===== config.mk =====
export PLATFORM = sky130hd
export DESIGN_NAME = square_wave_generator
export DESIGN_NICKNAME = d
export VERILOG_FILES = /design/src/rtl/square_wave_generator_pkg.sv /design/src/rtl/sqw_cfg_slot.sv /design/src/rtl/square_wave_generator.sv
export SDC_FILE = /design/constraint.sdc
export NUM_CORES = 1
export LEC_CHECK = 0
export BUFFER_PORTS_ARGS = -buffer_cell sky130_fd_sc_hd__buf_2
export CAP_MARGIN = 20
export CORE_ASPECT_RATIO = 1.2
export CORE_MARGIN = 5
export CORE_UTILIZATION = 45
export DETAILED_ROUTE_END_ITERATION = 6
export PLACE_DENSITY = 0.67
export SYNTH_ARGS = -nofsm -noshare
export SYNTH_HDL_FRONTEND = slang
export SYNTH_SLANG_ARGS = --single-unit

===== constraint.sdc =====
create_clock -name clk -period 2.49 [get_ports clk]
set_input_delay 0.498 -clock clk [delete_from_list [all_inputs] [get_ports clk]]
set_output_delay 0.498 -clock clk [all_outputs]
set_load 0.03 [all_outputs]

===== src/rtl/square_wave_generator_pkg.sv =====
// Shared types and defaults for the square-wave generator slice.
// CLK_HZ lets benches convert half-periods into output frequencies.
package square_wave_generator_pkg;

  typedef enum logic [1:0] {
    IDLE     = 2'd0,
    RUN_LOW  = 2'd1,
    RUN_HIGH = 2'd2
  } sqw_state_t;

  localparam int DEF_CNT_W  = 24;
  localparam int DEF_RISE_W = 32;
  localparam int CLK_HZ     = 100_000_000;

endpackage


===== src/rtl/sqw_cfg_slot.sv =====
// Single-entry holding register for a requested half-period.
// Zero half-periods are refused and raise a sticky cfg_error until the next good load.
module sqw_cfg_slot #(
  parameter int CNT_W = 24
) (
  input  logic             clk,
  input  logic             reset,
  input  logic [CNT_W-1:0] half_period,
  input  logic             load_valid,
  output logic             load_ready,
  input  logic             take,
  output logic [CNT_W-1:0] pending,
  output logic             pend_valid,
  output logic             cfg_error
);

  logic accept;

  assign load_ready = ~pend_valid;
  assign accept     = load_valid & load_ready;

  // A take only happens while full and an accept only while empty, so they never collide.
  always_ff @(posedge clk) begin
    if (reset) begin
      pending    <= '0;
      pend_valid <= 1'b0;
      cfg_error  <= 1'b0;
    end else begin
      if (take) begin
        pend_valid <= 1'b0;
      end
      if (accept) begin
        if (half_period != '0) begin
          pending    <= half_period;
          pend_valid <= 1'b1;
          cfg_error  <= 1'b0;
        end else begin
          cfg_error  <= 1'b1;
        end
      end
    end
  end

endmodule


===== src/rtl/square_wave_generator.sv =====
// Programmable 50%-duty square-wave source with boundary-only period changes.
// Phase counter runs 1..cur_half; new half-periods are adopted only where a phase ends.
module square_wave_generator
  import square_wave_generator_pkg::*;
#(
  parameter int CNT_W  = DEF_CNT_W,
  parameter int RISE_W = DEF_RISE_W
) (
  input  logic              clk,
  input  logic              reset,
  input  logic              enable,
  input  logic [CNT_W-1:0]  half_period,
  input  logic              load_valid,
  output logic              load_ready,
  output logic              waveform,
  output logic              active,
  output logic              cfg_error,
  output logic [RISE_W-1:0] rise_count
);

  sqw_state_t        state, state_next;
  logic [CNT_W-1:0]  cnt, cnt_next;
  logic [CNT_W-1:0]  cur_half, cur_half_next;
  logic [CNT_W-1:0]  pending;
  logic              pend_valid;
  logic              take;
  logic              rise_inc;
  logic              at_boundary;
  logic              waveform_q;
  logic [RISE_W-1:0] rise_q;

  sqw_cfg_slot #(
    .CNT_W(CNT_W)
  ) u_cfg_slot (
    .clk        (clk),
    .reset      (reset),
    .half_period(half_period),
    .load_valid (load_valid),
    .load_ready (load_ready),
    .take       (take),
    .pending    (pending),
    .pend_valid (pend_valid),
    .cfg_error  (cfg_error)
  );

  assign at_boundary = (cnt == cur_half);

  always_comb begin
    state_next    = state;
    cnt_next      = cnt;
    cur_half_next = cur_half;
    take          = 1'b0;
    rise_inc      = 1'b0;
    unique case (state)
      IDLE: begin
        if (enable && pend_valid) begin
          cur_half_next = pending;
          take          = 1'b1;
          cnt_next      = CNT_W'(1);
          state_next    = RUN_LOW;
        end else if (enable && (cur_half != '0)) begin
          cnt_next      = CNT_W'(1);
          state_next    = RUN_LOW;
        end
      end
      RUN_LOW: begin
        if (at_boundary && pend_valid) begin
          cur_half_next = pending;
          take          = 1'b1;
        end
        // Dropping enable while low is safe to honour at once: the line is already low.
        if (!enable) begin
          state_next = IDLE;
        end else if (at_boundary) begin
          state_next = RUN_HIGH;
          cnt_next   = CNT_W'(1);
          rise_inc   = 1'b1;
        end else begin
          cnt_next   = cnt + CNT_W'(1);
        end
      end
      RUN_HIGH: begin
        if (at_boundary) begin
          if (pend_valid) begin
            cur_half_next = pending;
            take          = 1'b1;
          end
          cnt_next   = CNT_W'(1);
          state_next = enable ? RUN_LOW : IDLE;
        end else begin
          cnt_next   = cnt + CNT_W'(1);
        end
      end
      default: begin
        state_next = IDLE;
      end
    endcase
  end

  // waveform comes from a flop fed by the next state so the line never glitches.
  always_ff @(posedge clk) begin
    if (reset) begin
      state      <= IDLE;
      cnt        <= '0;
      cur_half   <= '0;
      rise_q     <= '0;
      waveform_q <= 1'b0;
    end else begin
      state      <= state_next;
      cnt        <= cnt_next;
      cur_half   <= cur_half_next;
      waveform_q <= (state_next == RUN_HIGH);
      if (rise_inc) begin
        rise_q <= rise_q + RISE_W'(1);
      end
    end
  end

  assign waveform   = waveform_q;
  assign active     = (state != IDLE);
  assign rise_count = rise_q;

endmodule


==> results of run 1 <==
repair_timing:
action | in CTS | in global routing
gates cloned | 1 | 0
setup endpoints to repair | 7 | 13
pin swaps | 5 | 9
resized for setup | 9 | 13
hold buffers | 0 | 0
setup buffers | 4 | 2
cell usage after synthesis, types with 2 or more instances:
master | n | area [sq um]
mux2i_1 | 50 | 500
a21oi_1 | 26 | 130
nor3_1 | 7 | 35.0
nor2_1 | 94 | 353
xnor2_1 | 11 | 96.3
a211oi_1 | 2 | 15.0
clkbuf_1 | 24 | 90.1
nand2_1 | 27 | 101
inv_1 | 12 | 45.0
nor4_2 | 2 | 25.0
nand3_1 | 22 | 110
or4_1 | 10 | 75.1
nor4b_1 | 2 | 17.5
or3_1 | 16 | 100
nand4_1 | 15 | 93.8
and2_1 | 3 | 18.8
or2_2 | 2 | 12.5
o21ai_0 | 21 | 105
dfxtp_1 | 109 | 2180
o21a_1 | 2 | 15.0
and3_1 | 10 | 62.6
buf_2 | 3 | 15.0
ha_1 | 6 | 75.1
o31a_1 | 2 | 17.5
and4_1 | 7 | 61.3
buf_6 | 2 | 22.5
nor4_1 | 22 | 138
xor2_1 | 43 | 377
o31ai_1 | 5 | 37.5
layer usage:
metal	up-vias	GRT usage, %
li1	2198	-
met1	2099	22.4
met2	110	30.8
met3	25	3.74
met4	0	8.05
met5	-	0
path summary, 6_finish.rpt:
| path | endpoint | slack (ns) | depth (start not counted) |
|---|---|---|---|
| max | rise_count[28]$_SDFFE_PP0P_ | 0.06 | 8 |
| min | u_cfg_slot.pending[10]$_SDFFE_PP0P_ | 0.40 | 3 |
| max reg2reg | rise_count[28]$_SDFFE_PP0P_ | 0.06 | 8 |
| min reg2reg | u_cfg_slot.pending[9]$_SDFFE_PP0P_ | 0.50 | 2 |
worst register-to-register path: stages, from the launching register on:
cell and delay, ns:
dfxtp_2 0.33, xor2_1 0.16, nor4_2 0.30, buf_4 0.17, nand4_4 0.11, or4_4 0.53
buf_8 0.15, or4_1 0.47, a21oi_1 0.16
final cells by class:
class,instances,area [sq um]
inverters,12,45.0
clock buffers,11,243
multi-input cells,421,2770
fillers,1057,4850
repair buffers,112,744
clock inverters,5,41.3
well taps,132,165
flip-flops and latches,109,2190
cell families after synthesis:
group,count (synthesis),share of synthesized area [%]
AND/OR/NAND/NOR,243,24.5
flip-flops,109,43.2
AO/OA/AOI/OAI,68,8.08
XOR/XNOR,54,9.37
multiplexers,50,9.91
buffers and inverters,41,3.42
adder cells (fa/ha/maj),6,1.49
stage by stage:
step / power, W / hold slack [ns] / setup TNS, ns / instance area (sq um) / std cells
2_1_floorplan: 0.00297 / 0.460 / 0 / 5050 / 571
3_3_place_gp: 0.00343 / 0.457 / -0.0598 / 5750 / 780
3_5_place_dp: 0.00345 / 0.482 / -0.321 / 5750 / 780
4_1_cts: 0.00487 / 0.391 / 0 / 6140 / 801
5_1_grt: 0.00510 / 0.392 / -0.0425 / 6190 / 802
6_report: 0.00484 / 0.399 / 0 / 6190 / 802
state kept, by name, summed over array words and instances (netlist names):
signal	count
cnt	24
cur_half	24
u_cfg_slot.pending	24
state	2
rise_count	32
waveform	1
u_cfg_slot.cfg_error	1
u_cfg_slot.pend_valid	1
power by group through the flow:
stage	sequential, W	combinational [W]	clock (W)
3_3_place_gp	0.00196	0.00146	0
4_1_cts	0.00193	0.00153	0.00141
6_report	0.00193	0.00154	0.00137
5_1_grt	0.00194	0.00168	0.00148
3_5_place_dp	0.00197	0.00149	0
2_1_floorplan	0.00196	0.00101	0
==> out/metrics.yaml, run 1 <==
nNetsFinal: 699
max_clock_freq_mhz: 411
crit_path_start_kind: "flip-flop"
path_buf_inv: 2
p_clk_share_pct: 28.3
crit_type: "reg2reg"
drt-met1-wl_mm: 5.31
final_common_cell: "dfxtp_1"
mostFrequentLayoutCells: "106 x dfxtp_1, 94 x nor2_1, 63 x buf_2"
top_layer: "met4"
grt_pass1_wl_mm: 20.2
syn_inst: 571
track_usage_pct: 18.3
syn_nets: 605
synth_edf_count: 0
peakVddDrop_mv: 0.513
dieArea_sq_um: 13400
hp-class: "in2reg"
rsz0062_at_grt: "yes"
synth_warnings: 0
rows: 42
grt_start_max_net_pins: 51
cp_top_family: "simple AND/OR/NAND/NOR gates"
p_comb_share_pct: 31.8
viasPerCell: 5.53
finalWorstSetupSlack_ns: 0.0555
skew_ns: 0.00883
fp.dieW_um: 107
p_sw_share_pct: 34.3
drt_iter0_drc: 221
cellInternalPower_w: 0.00318
first_global_vias: 4303
cap_violations: 0
area_growth_pct: 22.6
crit_chain: "xor2_1 > nor4_2 > buf_4 > nand4_4 > or4_4 > buf_8 > or4_1 > a21oi_1"
cpPeakStageDelay_ns: 0.53
antenna_found_initial: 0
holdCritStartpoint: "half_period[10]"
die_h_um: 126
finalCriticalPeriod_ns: 2.43
relSlewSlack_pct: 58.2
root_buffer: "clkbuf_16"
syn_area_per_cell_sq_um: 8.84
synthFlopType: "dfxtp_1"
fp.coreArea_sq_um: 11000
io_pins: 64
hold_viol_final: 0
clkTransAtPathRegs_ns: 0.07
tightest_slew_ns: 0.620
start_util_pct: 45.7
rr_startpoint: "cur_half[23]$_SDFFE_PP0P_"
worstPathMaxFanout: 7
maxSlewViolCount: 0
cts.path.max_buffers: 2
fin_crit_sh_pct: 97.8
setup_viol: 0
first_pass_iters: 4
p_leak_nw: 2.76
dpl.hpwl_mm: 9.18
wl_met3_um: 563
status: "finished, final reports clean"
grt_overflow: 0
diodes: 0
power_switching_w: 0.00166
seq_area_frac_synth_pct: 43.2
cp.arrival_ns: 2.70
end_kind: "flip-flop"
p_per_area_nw_per_um2: 782
ant_nets: 0
syn_area_sq_um: 5050
slowest_stage: "or4_4"
gp_congestion: 0.916
final_util_pct: 56.1
synth_async_sr_flop_share_pct: 0
drc: 0
p_seq_share_pct: 39.9
wl_per_cell_um: 15.3
place_ws_ns: -0.126
startpoint: "cur_half[23]$_SDFFE_PP0P_"
htreeDepth: 3
synth_seq_cells: 109
numCtsBuffers: 9
dr_wl_met2_mm: 6.03
synth_cell_type_count: 43
num_vias: 4432
critPathRequiredTime_ns: 2.76
drive_above_1_share_pct: 22.7
port_buffers: 63
clock_sinks: 109
totalWireLength_mm: 12.2
cts_tree: "built"
clkLatencyLatePin_ns: 0.35
Power figures use the tool's default switching activity.
==> inputs of run 2 (changes only) <==
--- a/config.mk
+++ b/config.mk
@@ -5,13 +5,14 @@
 export SDC_FILE = /design/constraint.sdc
 export NUM_CORES = 1
 export LEC_CHECK = 0
+export ABC_AREA = 1
 export BUFFER_PORTS_ARGS = -buffer_cell sky130_fd_sc_hd__buf_2
 export CAP_MARGIN = 20
 export CORE_ASPECT_RATIO = 1.2
 export CORE_MARGIN = 5
 export CORE_UTILIZATION = 45
 export DETAILED_ROUTE_END_ITERATION = 6
-export PLACE_DENSITY = 0.67
+export PLACE_DENSITY = 0.66
 export SYNTH_ARGS = -nofsm -noshare
 export SYNTH_HDL_FRONTEND = slang
 export SYNTH_SLANG_ARGS = --single-unit
==> run 2 against run 1 <==
  * Worst hold slack gained 0.033 ns
  * Sequential power is essentially flat
  * Via count grew 28%
  * Final cell count grew 39%
  * Non-clock buffer count shrank 34
  * Sequential cell count is the same
  * Synthesized cell count grew 56%
  * Critical path type unchanged
  * Critical endpoint is now rise_count[18]$_SDFFE_PP0P_
  * Largest cell class unchanged
==> out/metrics.yaml, run 2 <==
status: "finished, final reports clean"
rsz0062_at_grt: "no"
rr_startpoint: "cnt[15]$_SDFFE_PP0P_"
synthAdderAreaFrac_pct: 1.28  # -0.21 points
synth_warnings: 0  # unchanged
cp_top_family: "simple AND/OR/NAND/NOR gates"
power.total_w: 0.00397  # -18%
hp-class: "in2reg"
cpPeakStageDelay_ns: 0.48  # -0.05 ns
hold_slack_ns: 0.432  # +0.0328 ns
dp_cells: 1101  # +41%
area_growth_pct: 13.3
synth_xor_area_share_pct: 5.97  # -3.4 points
cap_violations: 0  # unchanged
relSlewSlack_pct: 68.1  # +9.9 points
cp.arrival_ns: 2.43  # -0.27 ns
synthFlopType: "dfxtp_1"
syn_area_sq_um: 5860  # +16%
r2r_setup_slack_ns: 0.31  # +0.26 ns
synth_top_family_by_area: "simple AND/OR/NAND/NOR gates"
syn_inst: 892  # +56%
ant_nets: 0  # unchanged
crit_type: "reg2reg"
first_global_vias: 5326  # +24%
cts_setup_buffers: 0  # -4
first_pass_iters: 5  # +1
synth_seq_cells: 109  # unchanged
p_per_area_nw_per_um2: 598  # -24%
cts.path.max_buffers: 2  # unchanged
reg2reg_depth: 12  # +4
viasPerCell: 5.06  # -8.4%
yosysMostFrequentCell: "nand2_1"
whs_endpoint: "u_cfg_slot.pending[5]$_SDFFE_PP0P_"
fp.dieW_um: 114  # +7.0%
fin_crit_sh_pct: 87.4  # -10 points
clkTransAtPathRegs_ns: 0.07  # about the same
num_vias: 5652  # +28%
htreeDepth: 3  # unchanged
drive_above_1_share_pct: 11.2  # -11 points
finalInstanceArea_sq_um: 6650  # +7.4%
synth_common_cells: "220 x nand2_1, 129 x nor2_1, 109 x dfxtp_1"
nNetsFinal: 982  # +40%
fp.coreArea_sq_um: 12700  # +15%
setup_tns_ns: 0  # unchanged
diodes: 0  # unchanged
holdCritStartpoint: "half_period[5]"
critPathRequiredTime_ns: 2.74  # -0.02 ns
crit_path_start_kind: "flip-flop"
finalCriticalPeriod_ns: 2.18  # -0.258 ns
maxSlewViolCount: 0  # unchanged
fillCellCount: 1350  # +28%
syn_nets: 926  # +53%
gp_congestion: 0.935  # +2.1%
path_buf_inv: 0  # -2
wl_per_cell_um: 13.3  # -13%
peakVddDrop_mv: 0.375  # -27%
layout.cells.non_filler: 1117  # +39%
seq_area_frac_synth_pct: 37.2  # -6.0 points
die_h_um: 135  # +7.2%
crit_top_cell: "nand2_1"
max_clock_freq_mhz: 459  # +12%
largest_reg_flops: 32  # unchanged
hold_viol_final: 0  # unchanged
setup_viol: 0  # unchanged
synth-compound-area-share_pct: 12.6  # +4.5 points
syn_area_per_cell_sq_um: 6.57  # -26%
mostFrequentLayoutCells: "220 x nand2_1, 128 x nor2_1, 109 x dfxtp_1"
port_buffers: 63  # unchanged
dieArea_sq_um: 15400  # +15%
grt_pass1_wl_mm: 24.8  # +23%
hold_depth: 3  # unchanged
synth-simple-area-share_pct: 33.8  # +9.3 points
clkLatencyLatePin_ns: 0.35  # about the same
synth.top_cell.area_share_pct: 37.2  # -6.0 points
antenna_found_initial: 0  # unchanged
clock_sinks: 109  # unchanged
cts_tree: "built"
synth_async_sr_flop_share_pct: 0  # unchanged
crit_chain: "xnor2_1 > nand2_1 > nor2_1 > nand2_1 > nor2_4 > nand2_4 > nor2_4 > nand2_1 > nor2_1 > nand2_1 > nand2_1 > nor2_1"
worstPathMaxFanout: 12  # +5
skew_ns: 0.00600  # -0.00283 ns
slowest_stage: "dfxtp_1"
io_pins: 64  # unchanged
p_leak_nw: 2.82  # +2.0%
grt_start_max_net_pins: 50  # -2.0%
yosysTopAreaCell: "dfxtp_1"
drt_iter0_drc: 339  # +53%
synth_edf_count: 0  # unchanged
placed_cell_area_sq_um: 6360  # +11%
ys_top_cells_by_area: "dfxtp_1 37%, nand2_1 14%, nor2_1 8.3%, a21oi_1 7.1%, inv_1 6.0%"
grt_overflow: 0  # unchanged
track_usage_pct: 19.8  # +1.5 points
numCtsBuffers: 9  # unchanged
end_kind: "flip-flop"
dpl.hpwl_mm: 11.3  # +23%
root_buffer: "clkbuf_16"
drc: 0  # unchanged
start_util_pct: 46.1  # +0.34 points
totalWireLength_mm: 14.9  # +22%
tightest_slew_ns: 0.478  # -0.142 ns
synthMuxAreaShare_pct: 0  # -9.9 points
r2r-end: "rise_count[18]$_SDFFE_PP0P_"
rows: 45  # +7.1%
synth_cell_type_count: 32  # -26%
final_common_cell: "nand2_1"
run 2: cell type report:
cell class                      instances  area, sq um  share of cell area (%)
Timing Repair Buffer                   78          465                    7.00
Tap cell                              164          205                    3.09
Multi-Input combinational cell        653         3150                    47.4
Clock buffer                           10          229                    3.45
Inverter                               97          364                    5.48
Clock inverter                          6         47.5                   0.715
Sequential cell                       109         2180                    32.8
run 2: cells by family after synthesis:
logic type,Yosys count
buffers and inverters,130
and+or+nand+nor,465
DFF,109
adders and majority gates,6
AOI/OAI and AO/OA,142
xor gates and xnor gates,40
run 2: metrics by stage:
stage	setup slack, ns	util (%)
2_1_floorplan	0.521	-
3_3_place_gp	0.198	50.0
3_5_place_dp	0.157	50.0
4_1_cts	0.124	52.2
5_1_grt	0.126	52.2
6_report	0.313	52.2
run 2: what timing repair did:
item	in CTS	in global routing
setup endpoints to repair	0	4
endpoints found under the hold margin	0	0
hold buffers	0	0
resized for setup	0	1
run 2: layer usage:
layer	vias to the layer above	share of wire [%]	track usage (%)
met1	2520	42	22.2
met3	33	3.5	2.42
met2	113	51	36.2
li1	2986	-	-
met4	0	3.6	10.0
met5	-	0	0
run 2: report_power, final:
part	internal (W)	switching (W)	total, W
registers	0.00184	0.0000771	0.00192
logic	0.000253	0.000440	0.000693
clock network	0.000686	0.000674	0.00136
total	0.00278	0.00119	0.00397
run 2: worst max-delay path by stage:
stage	start	endpoint	depth (start not counted)	slack, ns
finish	cnt[15]$_SDFFE_PP0P_	rise_count[18]$_SDFFE_PP0P_	12	0.31
global route	cnt[0]$_SDFFE_PP0P_	cnt[21]$_SDFFE_PP0P_	11	0.13
CTS	cnt[15]$_SDFFE_PP0P_	rise_count[18]$_SDFFE_PP0P_	12	0.12
detailed placement	cnt[15]$_SDFFE_PP0P_	rise_count[18]$_SDFFE_PP0P_	12	0.16
global placement	cnt[15]$_SDFFE_PP0P_	rise_count[18]$_SDFFE_PP0P_	12	0.20
floorplan	state[0]$_SDFF_PP0_	cur_half[10]$_SDFFE_PP0P_	9	0.52
run 2: worst reg2reg max path, delay by kind of cell, from the launching register on:
kind | cells | cell delay [ns]
flip-flops | 1 | 0.48
AND/OR/NAND/NOR | 11 | 1.43
XOR/XNOR | 1 | 0.18
==> inputs of run 3 (changes only) <==
--- a/config.mk
+++ b/config.mk
@@ -11,6 +11,7 @@
 export CORE_ASPECT_RATIO = 1.2
 export CORE_MARGIN = 5
 export CORE_UTILIZATION = 45
+export CTS_CLUSTER_SIZE = 28
 export DETAILED_ROUTE_END_ITERATION = 6
 export PLACE_DENSITY = 0.66
 export SYNTH_ARGS = -nofsm -noshare
==> constraint.sdc (replaced) <==
create_clock -name clk -period 2 [get_ports clk]
set_input_delay 0.4 -clock clk [delete_from_list [all_inputs] [get_ports clk]]
set_output_delay 0.4 -clock clk [all_outputs]
set_load 0.1 [all_outputs]
==> run 3 against run 2 <==
  * Sequential cell count unchanged
  * Non-clock buffer count increased by 22
  * Critical path depth decreased by 8
  * Worst hold slack got worse by 0.11 ns
  * Total power increased by 32%
  * Clock skew increased by 0.0041 ns
  * Final cell count increased by 2.0%
  * Largest cell class unchanged
  * Design area increased by 5.4%
  * Largest power group unchanged
  * Global-route usage increased by 0.49 points
  * Clock power increased by 37%
  * Utilization increased by 2.8 points
  * Routed wire length increased by 4.5%
==> out/metrics.yaml, run 3 (synthesis gave the netlist of run 2 again) <==
end_kind: "output port"
fp.coreArea_sq_um: 12700  # unchanged
grt_pass1_wl_mm: 25.3  # +2.0%
port_buffers: 63  # unchanged
numCtsBuffers: 9  # unchanged
p_sw_share_pct: 30.9  # +0.93 points
num_vias: 5825  # +3.1%
r2r-end: "cnt[10]$_SDFFE_PP0P_"
power_switching_w: 0.00163  # +37%
root_buffer: "clkbuf_16"
whs_endpoint: "u_cfg_slot.pending[5]$_SDFFE_PP0P_"
drive_above_1_share_pct: 18.7  # +7.4 points
cellInternalPower_w: 0.00364  # +31%
gp_congestion: 0.911  # -2.6%
clock_sinks: 109  # unchanged
p_clk_share_pct: 35.6  # +1.4 points
fin_crit_sh_pct: 93.7
ant_nets: 0  # unchanged
hold_viol_final: 0  # unchanged
htreeDepth: 3  # unchanged
fp.dieW_um: 114  # unchanged
rr_startpoint: "state[1]$_SDFF_PP0_"
p_comb_share_pct: 18.9  # +1.4 points
reg2reg_depth: 9  # -3
grt_start_max_net_pins: 56  # +12%
setup_viol: 0  # unchanged
drt_iter0_drc: 360  # +6.2%
holdCritStartpoint: "half_period[5]"
dpl.hpwl_mm: 11.6  # +2.4%
worstPathMaxFanout: 4  # -8
viasPerCell: 5.11  # +1.1%
power.total_w: 0.00526  # +32%
start_util_pct: 46.1  # unchanged
p_seq_share_pct: 45.4  # -2.9 points
finalCriticalPeriod_ns: 1.87
tightest_slew_ns: 0.494  # +0.0155 ns
cts.path.max_buffers: 2  # unchanged
antenna_found_initial: 0  # unchanged
area_growth_pct: 19.5
mostFrequentLayoutCells: "216 x nand2_1, 122 x nor2_1, 91 x inv_1"
cap_violations: 0  # unchanged
status: "finished, final reports clean"
cts_tree: "built"
r2r_setup_slack_ns: 0.15  # -0.16 ns
critPathRequiredTime_ns: 1.60  # -1.14 ns
hold_depth: 3  # unchanged
grt_overflow: 0  # unchanged
maxSlewViolCount: 0  # unchanged
final_util_pct: 55.1  # +2.8 points
dieArea_sq_um: 15400  # unchanged
crit_path_start_kind: "flip-flop"
rows: 45  # unchanged
clkLatencyLatePin_ns: 0.36  # about the same
totalWireLength_mm: 15.5  # +4.5%
track_usage_pct: 20.2  # +0.49 points
p_leak_nw: 2.99  # +6.0%
nNetsFinal: 1004  # +2.2%
clkTransAtPathRegs_ns: 0.08  # about the same
p_per_area_nw_per_um2: 751  # +26%
final_common_cell: "nand2_1"
wl_per_cell_um: 13.7  # +2.5%
largest_reg_flops: 32  # unchanged
first_pass_iters: 5  # unchanged
die_h_um: 135  # unchanged
peakVddDrop_mv: 0.656  # +75%
diodes: 0  # unchanged
drc: 0  # unchanged
first_global_vias: 5522  # +3.7%
skew_ns: 0.0101  # +0.00406 ns
max_clock_freq_mhz: 533
relSlewSlack_pct: 67.3  # -0.80 points
cp.arrival_ns: 1.47  # -0.96 ns
io_pins: 64  # unchanged
crit_type: "reg2out"
hp-class: "in2reg"
==> run 3: cell count changes in the layout (fill, tap and decap cells not counted), moves of 6 or more <==
cell and change:
dfxtp_1 -33, dfxtp_2 +29, buf_4 +19, nor2_1 -6
==> run 3: what timing repair did <==
action,in CTS,in global routing
endpoints found under the setup margin,0,57
resized for setup,0,34
hold buffers,0,0
buffers inserted,0,2
==> run 3: worst max-delay path, cell delays in order (launching register included) <==
cell and delay [ns]:
dfxtp_1 0.42, inv_2 0.10, ha_4 0.18, clkinvlp_4 0.09, clkbuf_4 0.33
==> run 3: worst max-delay path by stage <==
stage	start	endpoint	slack (ns)
2_1_floorplan	rise_count[3]$_SDFFE_PP0P_	rise_count[18]$_SDFFE_PP0P_	-0.005
3_3_place_gp	cnt[0]$_SDFFE_PP0P_	cnt[22]$_SDFFE_PP0P_	0.06
3_5_place_dp	cnt[0]$_SDFFE_PP0P_	cnt[22]$_SDFFE_PP0P_	0.02
4_1_cts	cnt[0]$_SDFFE_PP0P_	cnt[22]$_SDFFE_PP0P_	0.007
5_1_grt	cnt[18]$_SDFFE_PP0P_	rise_count[8]$_SDFFE_PP0P_	-0.005
6_report	state[0]$_SDFF_PP0_	active	0.13
==> run 3: power groups by stage <==
stage | clock network, W | logic, W | registers, W
finish | 0.00187 | 0.000997 | 0.00239
global placement | 0 | 0.000964 | 0.00244
CTS | 0.00191 | 0.000974 | 0.00239
detailed placement | 0 | 0.000972 | 0.00244
global route | 0.00201 | 0.00112 | 0.00241
floorplan | 0 | 0.000690 | 0.00242
==> run 3: cell type report <==
class / count / area, sq um
Clock inverter: 6 / 61.3
Multi-Input combinational cell: 653 / 3230
Clock buffer: 10 / 250
Fill cell: 1340 / 5720
Timing Repair Buffer: 100 / 662
Tap cell: 164 / 205
Inverter: 97 / 368
Sequential cell: 109 / 2230
==> run 3: through the flow <==
| step | setup WS (ns) | setup TNS, ns | hold slack, ns | instance area [sq um] | cells |
|---|---|---|---|---|---|
| global route | -0.00541 | -0.0121 | 0.334 | 7010 | 1139 |
| detailed placement | 0.0232 | 0 | 0.449 | 6600 | 1121 |
| global placement | 0.0620 | 0 | 0.439 | 6600 | 1121 |
| finish | 0.125 | 0 | 0.326 | 7010 | 1139 |
| floorplan | -0.00545 | -0.00545 | 0.430 | 5940 | 892 |
| CTS | 0.00721 | 0 | 0.317 | 6910 | 1137 |
==> run 3: per-layer routing <==
layer,vias to the layer above,share of wire (%),track usage (%),wire length [um]
met1,2622,42,23.8,6510
met2,132,51,35.7,7890
met5,-,0,0,0
met3,42,3.5,2.24,539
met4,0,3.9,10.8,612
li1,3029,-,-,-
